## src/rtl/arcade_input_mapper_if.sv

```systemverilog
`default_nettype none
// ============================================================================
//  Module   : arcade_input_mapper_if
//  Purpose  : PS/2 key-event bus from user_io into the cabinet button mapper.
//  Revision : 1.0
// ============================================================================
interface arcade_input_mapper_if;
    logic       key_strobe;
    logic       key_pressed;
    logic       key_extended;
    logic [7:0] key_code;

    modport master (
        output key_strobe,
        output key_pressed,
        output key_extended,
        output key_code
    );

    modport slave (
        input  key_strobe,
        input  key_pressed,
        input  key_extended,
        input  key_code
    );
endinterface
`default_nettype wire

```

## src/rtl/arcade_input_mapper.sv

```systemverilog
`default_nettype none
// ============================================================================
//  Module   : arcade_input_mapper
//  Purpose  : Maps PS/2 keys and two joysticks onto cabinet buttons, with coin
//             pulse shaping and per-button autofire. All outputs registered.
//  Revision : 1.0
// ============================================================================
module arcade_input_mapper #(
    parameter int                     NUM_BTN       = 10,
    parameter logic [9*NUM_BTN-1:0]   KEYMAP        = {9'h006, 9'h005, 9'h076, 9'h014, 9'h011,
                                                       9'h029, 9'h174, 9'h16B, 9'h172, 9'h175},
    parameter int                     COIN_IDX      = 7,
    parameter int                     COIN_PULSE    = 500000,
    parameter logic [NUM_BTN-1:0]     AUTOFIRE_MASK = 10'h070,
    parameter int                     AUTOFIRE_DIV  = 100000
) (
    input  wire logic                 clk_sys,
    input  wire logic                 reset,
    arcade_input_mapper_if.slave      key,
    input  wire logic [NUM_BTN-1:0]   joystick_0,
    input  wire logic [NUM_BTN-1:0]   joystick_1,
    input  wire logic                 autofire_en,
    output logic      [NUM_BTN-1:0]   btn_out
);

    localparam int c_CW = $clog2(COIN_PULSE + 1);
    localparam int c_AW = $clog2(AUTOFIRE_DIV + 1);

    logic [NUM_BTN-1:0] r_key_state;
    logic               r_af_en_prev;
    logic [NUM_BTN-1:0] w_raw;

    // Every table entry is compared, so duplicated codes drive all of their buttons.
    always_ff @(posedge clk_sys) begin
        if (reset) begin
            r_key_state <= '0;
        end else if (key.key_strobe) begin
            for (int i = 0; i < NUM_BTN; i++) begin
                if ((KEYMAP[9*i +: 8] != 8'h00) &&
                    (KEYMAP[9*i +: 9] == {key.key_extended, key.key_code})) begin
                    r_key_state[i] <= key.key_pressed;
                end
            end
        end
    end

    always_ff @(posedge clk_sys) begin
        if (reset) r_af_en_prev <= 1'b0;
        else       r_af_en_prev <= autofire_en;
    end

    assign w_raw = r_key_state | joystick_0 | joystick_1;

    for (genvar i = 0; i < NUM_BTN; i++) begin : g_btn
        logic r_btn;
        assign btn_out[i] = r_btn;

        if (i == COIN_IDX) begin : g_coin
            logic            r_prev;
            logic [c_CW-1:0] r_cnt;
            logic            w_rise;

            assign w_rise = w_raw[i] & ~r_prev;

            // Counter holds the remaining pulse length; zero means idle and output low.
            always_ff @(posedge clk_sys) begin
                if (reset) begin
                    r_prev <= 1'b0;
                    r_cnt  <= '0;
                    r_btn  <= 1'b0;
                end else begin
                    r_prev <= w_raw[i];
                    if (r_cnt == '0) begin
                        if (w_rise) begin
                            r_cnt <= c_CW'(COIN_PULSE);
                            r_btn <= 1'b1;
                        end else begin
                            r_btn <= 1'b0;
                        end
                    end else begin
                        r_cnt <= r_cnt - c_CW'(1);
                        r_btn <= (r_cnt > c_CW'(1));
                    end
                end
            end
        end else if (AUTOFIRE_MASK[i]) begin : g_af
            logic            r_prev;
            logic [c_AW-1:0] r_phase;
            logic            w_start;

            // Enabling autofire while the button is held restarts the burst like a fresh press.
            assign w_start = w_raw[i] & (~r_prev | ~r_af_en_prev);

            always_ff @(posedge clk_sys) begin
                if (reset) begin
                    r_prev  <= 1'b0;
                    r_phase <= '0;
                    r_btn   <= 1'b0;
                end else begin
                    r_prev <= w_raw[i];
                    if (!autofire_en) begin
                        r_phase <= '0;
                        r_btn   <= w_raw[i];
                    end else if (!w_raw[i]) begin
                        r_phase <= '0;
                        r_btn   <= 1'b0;
                    end else if (w_start) begin
                        r_phase <= '0;
                        r_btn   <= 1'b1;
                    end else if (r_phase == c_AW'(AUTOFIRE_DIV - 1)) begin
                        r_phase <= '0;
                        r_btn   <= ~r_btn;
                    end else begin
                        r_phase <= r_phase + c_AW'(1);
                    end
                end
            end
        end else begin : g_plain
            always_ff @(posedge clk_sys) begin
                if (reset) r_btn <= 1'b0;
                else       r_btn <= w_raw[i];
            end
        end
    end

endmodule
`default_nettype wire

```

## src/flat_wrapper.sv

```systemverilog
// flat-port wrapper written by rule: the top's interface ports become plain ports
module arcade_input_mapper_flat 
#(
    parameter int                     NUM_BTN       = 10,
    parameter logic [9*NUM_BTN-1:0]   KEYMAP        = {9'h006, 9'h005, 9'h076, 9'h014, 9'h011,
                                                       9'h029, 9'h174, 9'h16B, 9'h172, 9'h175},
    parameter int                     COIN_IDX      = 7,
    parameter int                     COIN_PULSE    = 500000,
    parameter logic [NUM_BTN-1:0]     AUTOFIRE_MASK = 10'h070,
    parameter int                     AUTOFIRE_DIV  = 100000
)
  (clk_sys, reset, joystick_0, joystick_1, autofire_en, btn_out, key_key_strobe, key_key_pressed, key_key_extended, key_key_code);
  arcade_input_mapper_if key_i ();
  input  wire logic clk_sys;
  input  wire logic reset;
  input  wire logic [NUM_BTN-1:0] joystick_0;
  input  wire logic [NUM_BTN-1:0] joystick_1;
  input  wire logic autofire_en;
  output logic      [NUM_BTN-1:0] btn_out;
  input wire logic [$bits(key_i.key_strobe)-1:0] key_key_strobe;
  input wire logic [$bits(key_i.key_pressed)-1:0] key_key_pressed;
  input wire logic [$bits(key_i.key_extended)-1:0] key_key_extended;
  input wire logic [$bits(key_i.key_code)-1:0] key_key_code;
  assign key_i.key_strobe = key_key_strobe;
  assign key_i.key_pressed = key_key_pressed;
  assign key_i.key_extended = key_key_extended;
  assign key_i.key_code = key_key_code;
  arcade_input_mapper #(.NUM_BTN(NUM_BTN), .KEYMAP(KEYMAP), .COIN_IDX(COIN_IDX), .COIN_PULSE(COIN_PULSE), .AUTOFIRE_MASK(AUTOFIRE_MASK), .AUTOFIRE_DIV(AUTOFIRE_DIV)) u_core (.clk_sys(clk_sys), .reset(reset), .key(key_i), .joystick_0(joystick_0), .joystick_1(joystick_1), .autofire_en(autofire_en), .btn_out(btn_out));
endmodule
```

## config.mk

```make
export PLATFORM = sky130hd
export DESIGN_NAME = arcade_input_mapper_flat
export DESIGN_NICKNAME = d
export VERILOG_FILES = /design/src/rtl/arcade_input_mapper_if.sv /design/src/rtl/arcade_input_mapper.sv /design/src/flat_wrapper.sv
export SDC_FILE = /design/constraint.sdc
export NUM_CORES = 1
export LEC_CHECK = 0
export ABC_AREA = 1
export BUFFER_PORTS_ARGS = -buffer_cell sky130_fd_sc_hd__buf_2
export CAP_MARGIN = 20
export CORE_MARGIN = 2
export CORE_UTILIZATION = 35
export DETAILED_ROUTE_END_ITERATION = 8
export GPL_TIMING_DRIVEN = 0
export PLACE_DENSITY = 0.49
export SLEW_MARGIN = 10
export SYNTH_ARGS = -nofsm -noshare
export SYNTH_HDL_FRONTEND = slang
export SYNTH_SLANG_ARGS = --single-unit
```

## constraint.sdc

```tcl
create_clock -name clk_sys -period 2.37 [get_ports clk_sys]
set_clock_uncertainty 0.2 [all_clocks]
set_input_delay 0.237 -clock clk_sys [delete_from_list [all_inputs] [get_ports clk_sys]]
set_output_delay 0.237 -clock clk_sys [all_outputs]
set_load 0.01 [all_outputs]
```

Word level (Yosys, flattened, before mapping)
Index checks and enable logic that the tools add are counted.
- word-level logic and storage cells: 102
- bits of input ports: 34
- output and inout port bits: 10
- register bits after elaboration: 95
- magnitude comparators: 1
- reduce and logical (&&, ||, !) cells: 14
- $add $sub $neg: 4
- bitwise logic cells: 21
- muxes and demuxes: 16
- equality and inequality tests: 17
- operator list (kind ; count):
    17-bit by 1-bit adder with 17-bit output, second input constant ; 3
    17-bit equality test, second input constant ; 3
    19-bit two-way mux ; 2
    9-bit equality test, first input constant ; 4
    10-bit bitwise OR ; 2
    2-bit AND reduction ; 10
    19-bit by 1-bit > comparator with 1-bit output, second input constant ; 1
    19-bit logical NOT ; 1
    19-bit by 1-bit subtractor with 19-bit output, second input constant ; 1
    3-bit by 9-bit equality test with 1-bit output, first input constant ; 2
    5-bit by 9-bit equality test with 1-bit output, first input constant ; 2
    5-bit OR reduction ; 3
    1-bit two-way mux ; 14
    4-bit != test, second input constant ; 3
    1-bit NOT ; 12
    6-bit by 9-bit equality test with 1-bit output, first input constant ; 1
    7-bit by 9-bit equality test with 1-bit output, first input constant ; 1
    1-bit bitwise AND ; 4
    1-bit bitwise OR ; 3
    2-bit by 1-bit != test with 1-bit output, second input constant ; 1

Logic depth before layout (Yosys ltp)
Gate-level depths: netlist of the first run.
- depth after elaboration: 6
- mapped depth: 11
- gate-level depth less buffers: 11

Worst setup path before layout of the first run
No wires, ideal clock.
- kind: register -> register
- start: register u_core.g_btn[7].g_coin.r_cnt[0]
- end: register u_core.g_btn[7].g_coin.r_cnt[18]
- arrival: 1.298 ns
- setup time: 0.109 ns
- stages on the path, launching flop included: 12
- clock period less this slack: 1.607 ns
- path buffers: 0
- required time: 2.061 ns
- slack: 0.763 ns
- path through: dfxtp_1 -> inv_1 -> ha_1 -> inv_1 -> nor2_1 -> nand2_1 -> nor2_1 -> nand2_1 -> nand2_1 -> nand3_1 -> nand2_1 -> inv_1
- cells in the longest elaborated chain, start to end: 2
- RTL lines (what ; RTL line ; text):
    start, declared ; arcade_input_mapper.sv:60 ; logic [c_CW-1:0] r_cnt;
    start signal, assigned ; arcade_input_mapper.sv:75 ; r_cnt <= c_CW'(COIN_PULSE);
    start signal, assigned ; arcade_input_mapper.sv:81 ; r_cnt <= r_cnt - c_CW'(1);
    19-bit by 1-bit subtractor with 19-bit output or 19-bit logical NOT (tied branches) ; arcade_input_mapper.sv:81, arcade_input_mapper.sv:73 ;
    19-bit two-way mux or 2-bit by 1-bit != test with 1-bit output (tied branches) ; -- ;
Parallel ways exist; a longest one is shown, timed or not.
A chain may end at the register's enable or synchronous reset.

Worst setup path in the final report of the first run
Ends and elaborated chain as after synthesis.

==> results of run 1 <==
[cells in the final DEF, fill, tap and decap left out, drive strengths merged]
master and count:
clkinv 2, clkbuf 12, clkinvlp 2, dlygate4sd3 16, inv 87, buf 58, dfxtp 95, or2 1
nand2 119, a21oi 34, a211oi 1, o21ai 20, nand4 18, nand3 47, ha 6, xor2 27
nor3 32, xnor2 4, nor2 165, and2 1
[path summary, 6_finish.rpt]
check,to,cells after the start,slack [ps]
max,u_core.g_btn[7].g_coin.r_cnt[18],11,480
min,u_core.g_btn[4].g_af.r_prev,3,30
max reg2reg,u_core.g_btn[7].g_coin.r_cnt[18],11,480
min reg2reg,u_core.g_btn[4].g_af.r_phase[0],1,250
[state kept, by name (all words and copies together) (netlist names)]
name,count
u_core.g_btn.r_btn,10
u_core.r_af_en_prev,1
u_core.g_btn.g_af.r_phase,51
u_core.g_btn.g_coin.r_cnt,19
u_core.g_btn.g_af.r_prev,3
u_core.g_btn.g_coin.r_prev,1
u_core.r_key_state,10
[metal layers]
| metal | wire length (um) | vias up |
|---|---|---|
| met5 | 0 | - |
| met4 | 201 | 0 |
| met3 | 346 | 15 |
| met2 | 4991 | 50 |
| met1 | 4824 | 1933 |
| li1 | - | 2255 |
[kinds of logic after synthesis]
family | after synthesis | synth area share (%)
simple gates | 383 | 36.07
flops | 95 | 40.71
buf+inv | 104 | 9.614
xor+xnor | 31 | 5.811
compound gates | 55 | 6.186
fa+ha+maj | 6 | 1.607
[final cells by class]
| class | instances | area, um^2 | area share (%) |
|---|---|---|---|
| plain buffers | 17 | 122.6 | 2.208 |
| clock buffers | 11 | 252.7 | 4.552 |
| clock inverters | 5 | 41.29 | 0.7436 |
| inverters | 86 | 322.8 | 5.813 |
| multi-input cells | 475 | 2321 | 41.80 |
| flip-flops and latches | 95 | 1902 | 34.25 |
| well taps | 176 | 220.2 | 3.966 |
| repair buffers | 58 | 370.4 | 6.670 |
[power by group]
part	internal, mW	leakage [nW]	switching [mW]
Combinational	0.626	1.24	1.09
Clock	0.776	0.138	0.643
Sequential	1.77	0.773	0.153
[tightest hold or removal path: stages]
cell,delay [ps]
buf_2,80
nor3_1,30
nor2_1,170
[timing repair]
action,CTS,global route
setup endpoints to repair,0,1
endpoints found under the hold margin,11,0
gates resized for setup,0,0
hold buffers,16,0
[metrics by stage]
stage               util, %  total power [mW]  hold WS [ps]  std cells
CTS                   42.30             5.146         22.52        924
floorplan                 -             3.300         140.0        674
detailed placement    38.84             3.670         239.5        892
global placement      38.84             3.669         227.6        892
finish                42.27             5.065         31.63        923
global route          42.27             5.508         43.64        923
==> impl_metrics.toml, run 1 <==
[status]
status = "completed"

[worst_hold_path]
hold_path_class = "primary input to flop"
min_from = "joystick_1[4]"

[cells_and_area]
final_area_um2 = 5553
diodes = 0
drive_gt1_share_pct = 12.99
syn2layout_area_growth_pct = 18.85
num-fill-cells = 1383
layout.nets = 782

[setup_path]
cp-end-kind = "flop"
r2r_start = "u_core.g_btn[7].g_coin.r_cnt[0]"
crit_family = "simple AND/OR/NAND/NOR gates"
crit_slowest_cell = "dfxtp_1"
path_max_fanout = 5
path_cells = "inv_1 > ha_1 > inv_1 > nor2_1 > nand2_1 > nor2_1 > nand2_1 > nand2_1 > nand3_1 > nand2_1 > inv_1"
startpoint_type = "flop"
crit_type = "flop to flop"
cp.arrival_ps = 1940
slowest_delay_ps = 340
path_common_cell = "nand2_1"
crit_start = "u_core.g_btn[7].g_coin.r_cnt[0]"
critical_path_required_ps = 2420
crit_buf_inv = 3

[clocking]
root_buffer = "clkbuf_16"
cts_made_buffers = 9
cts.sink_count = 95
clkTransAtPathRegs_ps = 70
clockBufferDepth = 2
htreeDepth = 3
cts_tree = "built"
insertion_delay_ps = 350
postCtsSetupBuffers = 0

[sta]
setup_viol = 0
tightest_slew_ps = 425.1
period_needed_ps = 1890
max_slew_margin_pct = 71.66
setup_slack_ps = 479.7
final.period_utilization_pct = 79.76
timing.fmax_mhz = 529.0
fin_tns_setup_ps = 0
rsz0062_at_grt = "no"
drv_slew = 0
hold_viol = 0

[global_routing]
antenna_found_initial = 0
grt_use_met3_pct = 4.753
met1_usage_pct = 19.01
grt_max_degree = 17
grt_pass1_vias = 4065
overflow = 0
use_met2_pct = 26.89
grt_pass1_wl_mm = 18.22
grt-busiest-layer = "met2"
grt_usage_pct = 15.77

[power]
ir_drop_uv = 641.0
p_per_area_nw_per_um2 = 912.2
p_leak_nw = 2.149

[routing]
drt_first_pass_iters = 6
via_count = 4253
vias_per_cell = 4.608
drc = 0
drtAntennaViolNets = 0
wl_mm = 10.36
dr.first_iter.drc_count = 234
post_drt_wl_per_cell_um = 11.23

[synthesis]
ys_types = 30
ys_async_sr_fraction_pct = 0
syn_area_per_cell_um2 = 6.932
synth_top_area_cell = "dfxtp_1"
synth_common_cells = "nor2_1, nand2_1, dfxtp_1"
syn_inst = 674
ys_ff_latch = 95
yosysMostFrequentCell = "nor2_1"
netlist.area_leader.share_pct = 40.71
synthesis.nets = 714
synth_enable_flop_cells = 0
synth_top_flop_cell = "dfxtp_1"
synth_area_leaders = "dfxtp_1, nor2_1, nand2_1"
synth_warnings = 0
synth_area_um2 = 4672
seq_area_frac_synth_pct = 40.71

[placement]
hpwl_mm = 7.771
gp_congestion = 0.8749
placedInstanceArea_um2 = 5102
port_buffers = 42
dpl_worst_slack_ps = 501.3

[floorplanning]
core_area_um2 = 13140
rows = 42
chipWidth_um = 119.5
boundaryPins = 44
start_util_pct = 35.56
dieHeight_um = 119.5
fp.dieArea_um2 = 14290

[run]
maxCapViolations = 0
Power figures use the tool's default switching activity.
==> run 2: changes to the inputs <==
==> constraint.sdc (replaced) <==
create_clock -name clk_sys -period 1.9 [get_ports clk_sys]
set_clock_uncertainty 0.2 [all_clocks]
set_input_delay 0.19 -clock clk_sys [delete_from_list [all_inputs] [get_ports clk_sys]]
set_output_delay 0.19 -clock clk_sys [all_outputs]
set_load 0.01 [all_outputs]
==> impl_metrics.toml, run 2 (synthesis gave the netlist of run 1 again) <==
[clocking]
clkTransAtPathRegs_ps = 70
cts_tree = "built"
cts.sink_count = 95
clockBufferDepth = 2
root_buffer = "clkbuf_16"
insertion_delay_ps = 350
postCtsSetupBuffers = 0
htreeDepth = 3
cts_made_buffers = 9

[sta]
hold_viol = 0
max_slew_margin_pct = 60.19
rsz0062_at_grt = "no"
setup_viol = 0
final.period_utilization_pct = 94.69
fin_tns_setup_ps = 0
timing.fmax_mhz = 555.9
tightest_slew_ps = 597.1
drv_slew = 0
period_needed_ps = 1799

[cells_and_area]
final_common_cell = "nor2_1"
seq_area_um2 = 1902
diodes = 0
top_register = "u_core.g_btn.g_af.r_phase"
layout.nets = 788
syn2layout_area_growth_pct = 20.33
num-fill-cells = 1375
largestRegisters = "u_core.g_btn.g_af.r_phase (51), u_core.g_btn.g_coin.r_cnt (19)"
largest_reg_flops = 51
fin_cells = 929
layout_common_cells = "nor2_1, nand2_1, dfxtp_1"
final_area_um2 = 5622
fin_util_pct = 42.79
multi_input_comb_area_um2 = 2333
drive_gt1_share_pct = 13.55

[floorplanning]
dieHeight_um = 119.5
start_util_pct = 35.56
fp.dieArea_um2 = 14290
core_area_um2 = 13140
chipWidth_um = 119.5
boundaryPins = 44
rows = 42

[power]
p_per_area_nw_per_um2 = 1135
power.total_mw = 6.382
p_leak_nw = 2.173
ir_drop_uv = 823.0

[global_routing]
grt_pass1_vias = 4072
overflow = 0
grt_usage_pct = 15.83
antenna_found_initial = 0
grt_max_degree = 17
grt_pass1_wl_mm = 18.28

[status]
status = "completed"

[worst_hold_path]
min_from = "key_key_code[7]"
whs_path_depth = 4
hold_path_class = "primary input to flop"
hold_path_end = "u_core.r_key_state[4]"

[setup_path]
critical_path_required_ps = 1940
r2r_cells = 9
cp.arrival_ps = 1840
startpoint_type = "primary input"
reg2reg_to = "u_core.g_btn[7].g_coin.r_cnt[18]"
cp-end-kind = "flop"
r2r_setup_slack_ps = 160
crit_type = "primary input to flop"
r2r_start = "u_core.g_btn[7].g_coin.r_cnt[0]"
path_max_fanout = 2

[routing]
via_count = 4279
dr.first_iter.drc_count = 230
drt_first_pass_iters = 5
post_drt_wl_per_cell_um = 11.40
drc = 0
wl_mm = 10.59
vias_per_cell = 4.606
drtAntennaViolNets = 0

[placement]
dp_cells = 892
gp_congestion = 0.8749
port_buffers = 42
placedInstanceArea_um2 = 5102
hpwl_mm = 7.771

[run]
maxCapViolations = 0
==> run 2: cell count changes in the layout (fill, tap and decap cells not counted), moves of 2 or more <==
cell	change
dlygate4sd3_1	+5
inv_1	-2
nor2_1	-2
inv_2	+2
==> run 2: stage by stage <==
| stage | hold WS [ps] | worst slack (ps) |
|---|---|---|
| 2_1_floorplan | 92.98 | 293.4 |
| 3_3_place_gp | 211.2 | 10.56 |
| 3_5_place_dp | 207.4 | 31.29 |
| 4_1_cts | 1.515 | 81.29 |
| 5_1_grt | 34.45 | 4.595 |
| 6_report | 17.13 | 101.0 |
==> run 2: how the worst max path moves through the flow <==
stage	startpoint	to	slack [ps]	depth (start not counted)
floorplan	u_core.g_btn[7].g_coin.r_cnt[0]	u_core.g_btn[7].g_coin.r_cnt[18]	290	11
detailed placement	u_core.g_btn[7].g_coin.r_cnt[0]	u_core.g_btn[7].g_coin.r_cnt[18]	30	11
finish	key_key_code[3]	u_core.r_key_state[5]	100	7
CTS	u_core.g_btn[7].g_coin.r_cnt[0]	u_core.g_btn[7].g_coin.r_cnt[18]	80	11
global route	u_core.g_btn[5].g_af.r_phase[0]	u_core.g_btn[5].g_af.r_phase[12]	5	7
global placement	u_core.g_btn[7].g_coin.r_cnt[0]	u_core.g_btn[7].g_coin.r_cnt[18]	10	11
==> run 2: what timing repair did <==
item / 4_1_cts / 5_1_grt
cloned: 0 / 0
pin swaps: 0 / 2
hold buffers: 21 / 0
hold endpoints to repair: 19 / 0
gates resized for setup: 1 / 6
setup endpoints to repair: 1 / 26
==> run 2: layout make-up <==
cell class | count | share of cell area (%)
tap | 176 | 3.917
inverter | 86 | 5.742
clock buffer | 11 | 4.496
sequential | 95 | 33.83
timing repair buffer | 63 | 7.478
multi-input combinational | 475 | 41.51
buffer | 18 | 2.292
clock inverter | 5 | 0.7345
==> run 2: critical path: stages <==
cell           delay (ps)
dlygate4sd3_1         530
buf_2                 130
nor2_1                120
dlygate4sd3_1         570
nand3_1               100
o21ai_0               150
a21oi_1                50
==> run 2: routing by layer <==
layer  track usage [%]  part of all wire [%]  up-vias  routed length, um
met2             27.04                    48       45               5091
met5                 0                     0        -                  0
li1                  -                     -     2269                  -
met4             5.074                   2.0        0                210
met3             4.658                   3.3       17                352
met1             19.13                    47     1948               4938
==> run 2: power by group <==
group / internal [mW] / switching, mW / total (mW)
logic: 0.805 / 1.40 / 2.20
clock network: 0.968 / 0.805 / 1.77
registers: 2.21 / 0.196 / 2.41
==> run 3: changes to the inputs <==
--- a/config.mk
+++ b/config.mk
@@ -10,9 +10,10 @@
 export CAP_MARGIN = 20
 export CORE_MARGIN = 2
 export CORE_UTILIZATION = 35
+export CTS_BUF_LIST = sky130_fd_sc_hd__clkbuf_4 sky130_fd_sc_hd__clkbuf_8
 export DETAILED_ROUTE_END_ITERATION = 8
 export GPL_TIMING_DRIVEN = 0
-export PLACE_DENSITY = 0.49
+export PLACE_DENSITY = 0.63
 export SLEW_MARGIN = 10
 export SYNTH_ARGS = -nofsm -noshare
 export SYNTH_HDL_FRONTEND = slang
==> impl_metrics.toml, run 3 (synthesis gave the netlist of run 1 again) <==
[status]
status = "completed"

[routing]
post_drt_wl_per_cell_um = 10.99
drt_first_pass_iters = 5
via_count = 4218
wl_mm = 10.28
dr.first_iter.drc_count = 207
drtAntennaViolNets = 0
vias_per_cell = 4.511
drc = 0

[global_routing]
antenna_found_initial = 1
grt_pass1_wl_mm = 17.71
use_met2_pct = 25.18
grt_max_degree = 18
grt_usage_pct = 15.14
grt_pass1_vias = 3953
met1_usage_pct = 18.89
grt-busiest-layer = "met2"
grt_use_met3_pct = 3.612
overflow = 0

[setup_path]
cp-end-kind = "flop"
crit_end = "u_core.r_key_state[4]"
path_common_cell = "dlygate4sd3_1"
cp_num_cells = 7
crit_slowest_cell = "dlygate4sd3_1"
crit_type = "primary input to flop"
path_cells = "dlygate4sd3_1 > buf_2 > nor2_1 > dlygate4sd3_1 > nand3_1 > o21ai_0 > a21oi_1"
crit_family = "buffers and inverters"
r2r_setup_slack_ps = 130
path_max_fanout = 3
slowest_delay_ps = 570
reg2reg_to = "u_core.g_btn[7].g_coin.r_cnt[18]"
critical_path_required_ps = 1960
startpoint_type = "primary input"
r2r_cells = 11
cp.arrival_ps = 1900
crit_buf_inv = 3
r2r_start = "u_core.g_btn[7].g_coin.r_cnt[0]"
crit_start = "key_key_code[6]"

[sta]
drv_slew = 0
rsz0062_at_grt = "yes"
fin_tns_setup_ps = 0
final.period_utilization_pct = 96.91
setup_viol = 0
hold_viol = 0
setup_slack_ps = 58.65
period_needed_ps = 1841
timing.fmax_mhz = 543.1
max_slew_margin_pct = 55.34
tightest_slew_ps = 670.0

[cells_and_area]
top_register = "u_core.g_btn.g_af.r_phase"
layout.nets = 793
syn2layout_area_growth_pct = 19.18
seq_area_um2 = 1902
num-fill-cells = 1391
layout_common_cells = "nor2_1, nand2_1, dfxtp_1"
largest_reg_flops = 51
largestRegisters = "u_core.g_btn.g_af.r_phase (51), u_core.g_btn.g_coin.r_cnt (19)"
final_common_cell = "nor2_1"
drive_gt1_share_pct = 13.32
multi_input_comb_area_um2 = 2341

[clocking]
clockBufferDepth = 2
cts.sink_count = 95
cts_tree = "built"
insertion_delay_ps = 370
cts_made_buffers = 9
htreeDepth = 3
root_buffer = "clkbuf_8"
clkTransAtPathRegs_ps = 100

[worst_hold_path]
hold_path_class = "primary input to flop"

[power]
p_per_area_nw_per_um2 = 1056
p_leak_nw = 2.148
ir_drop_uv = 934.7
power.total_mw = 5.882

[floorplanning]
fp.dieArea_um2 = 14290
boundaryPins = 44
chipWidth_um = 119.5
start_util_pct = 35.56
dieHeight_um = 119.5
core_area_um2 = 13140
rows = 42

[run]
maxCapViolations = 0

[placement]
dpl_worst_slack_ps = 20.62
port_buffers = 42
hpwl_mm = 7.580
gp_congestion = 0.8647
run 3: cell count changes in the layout (fill, tap and decap cells not counted), sizes merged:
cell	before	now
dlygate4sd3	21	26
clkbuf	13	11
inv	87	89
diode	0	1
run 3: how the worst min path moves through the flow:
stage,startpoint,end,cells after the start,slack [ps]
floorplan,reset,u_core.g_btn[4].g_af.r_prev,1,90
global placement,joystick_1[2],u_core.g_btn[2].r_btn,3,200
detailed placement,joystick_1[2],u_core.g_btn[2].r_btn,3,210
CTS,joystick_1[4],u_core.g_btn[4].g_af.r_prev,3,3
global route,joystick_0[4],u_core.g_btn[4].g_af.r_prev,3,20
finish,joystick_1[4],u_core.g_btn[4].g_af.r_prev,3,20
run 3: area by class of cell:
class                           instances  share of cell area, %
Buffer                                 18                  2.315
Clock inverter                          7                  1.011
Inverter                               86                  5.798
Clock buffer                            9                  2.225
Multi-Input combinational cell        475                  42.05
Timing Repair Buffer                   68                  8.449
Sequential cell                        95                  34.16
Antenna cell                            1                0.04494
Tap cell                              176                  3.955
run 3: where the power goes:
| part | total, mW | internal [mW] | switching, mW | leakage, nW |
|---|---|---|---|---|
| Clock | 1.25 | 0.494 | 0.757 | 0.0895 |
| Combinational | 2.22 | 0.814 | 1.41 | 1.28 |
| Sequential | 2.41 | 2.21 | 0.200 | 0.773 |
run 3: metrics by stage:
step / cell area (um^2) / hold slack, ps / utilization [%] / cells
after floorplan: 4672 / 92.98 / - / 674
after global placement: 5102 / 199.4 / 38.84 / 892
after detailed placement: 5102 / 207.3 / 38.84 / 892
after CTS: 5553 / 2.935 / 42.27 / 935
after global routing: 5568 / 19.93 / 42.38 / 935
final: 5568 / 21.32 / 42.38 / 935
run 3: metal layers:
metal | wire (um) | up-vias
li1 | - | 2276
met1 | 4999 | 1867
met2 | 4713 | 64
met3 | 365 | 11
met4 | 199 | 0
met5 | 0 | -
run 3: what timing repair did:
| item | CTS | global route |
|---|---|---|
| setup buffers | 0 | 0 |
| endpoints found under the hold margin | 22 | 0 |
| gates resized for setup | 0 | 7 |
| hold buffers | 27 | 0 |
| setup endpoints to repair | 0 | 24 |
run 3: tightest hold or removal path: cells and delay by family:
kind	cells	cell delay, ps
buffers and inverters	1	80
AND/OR/NAND/NOR	2	250
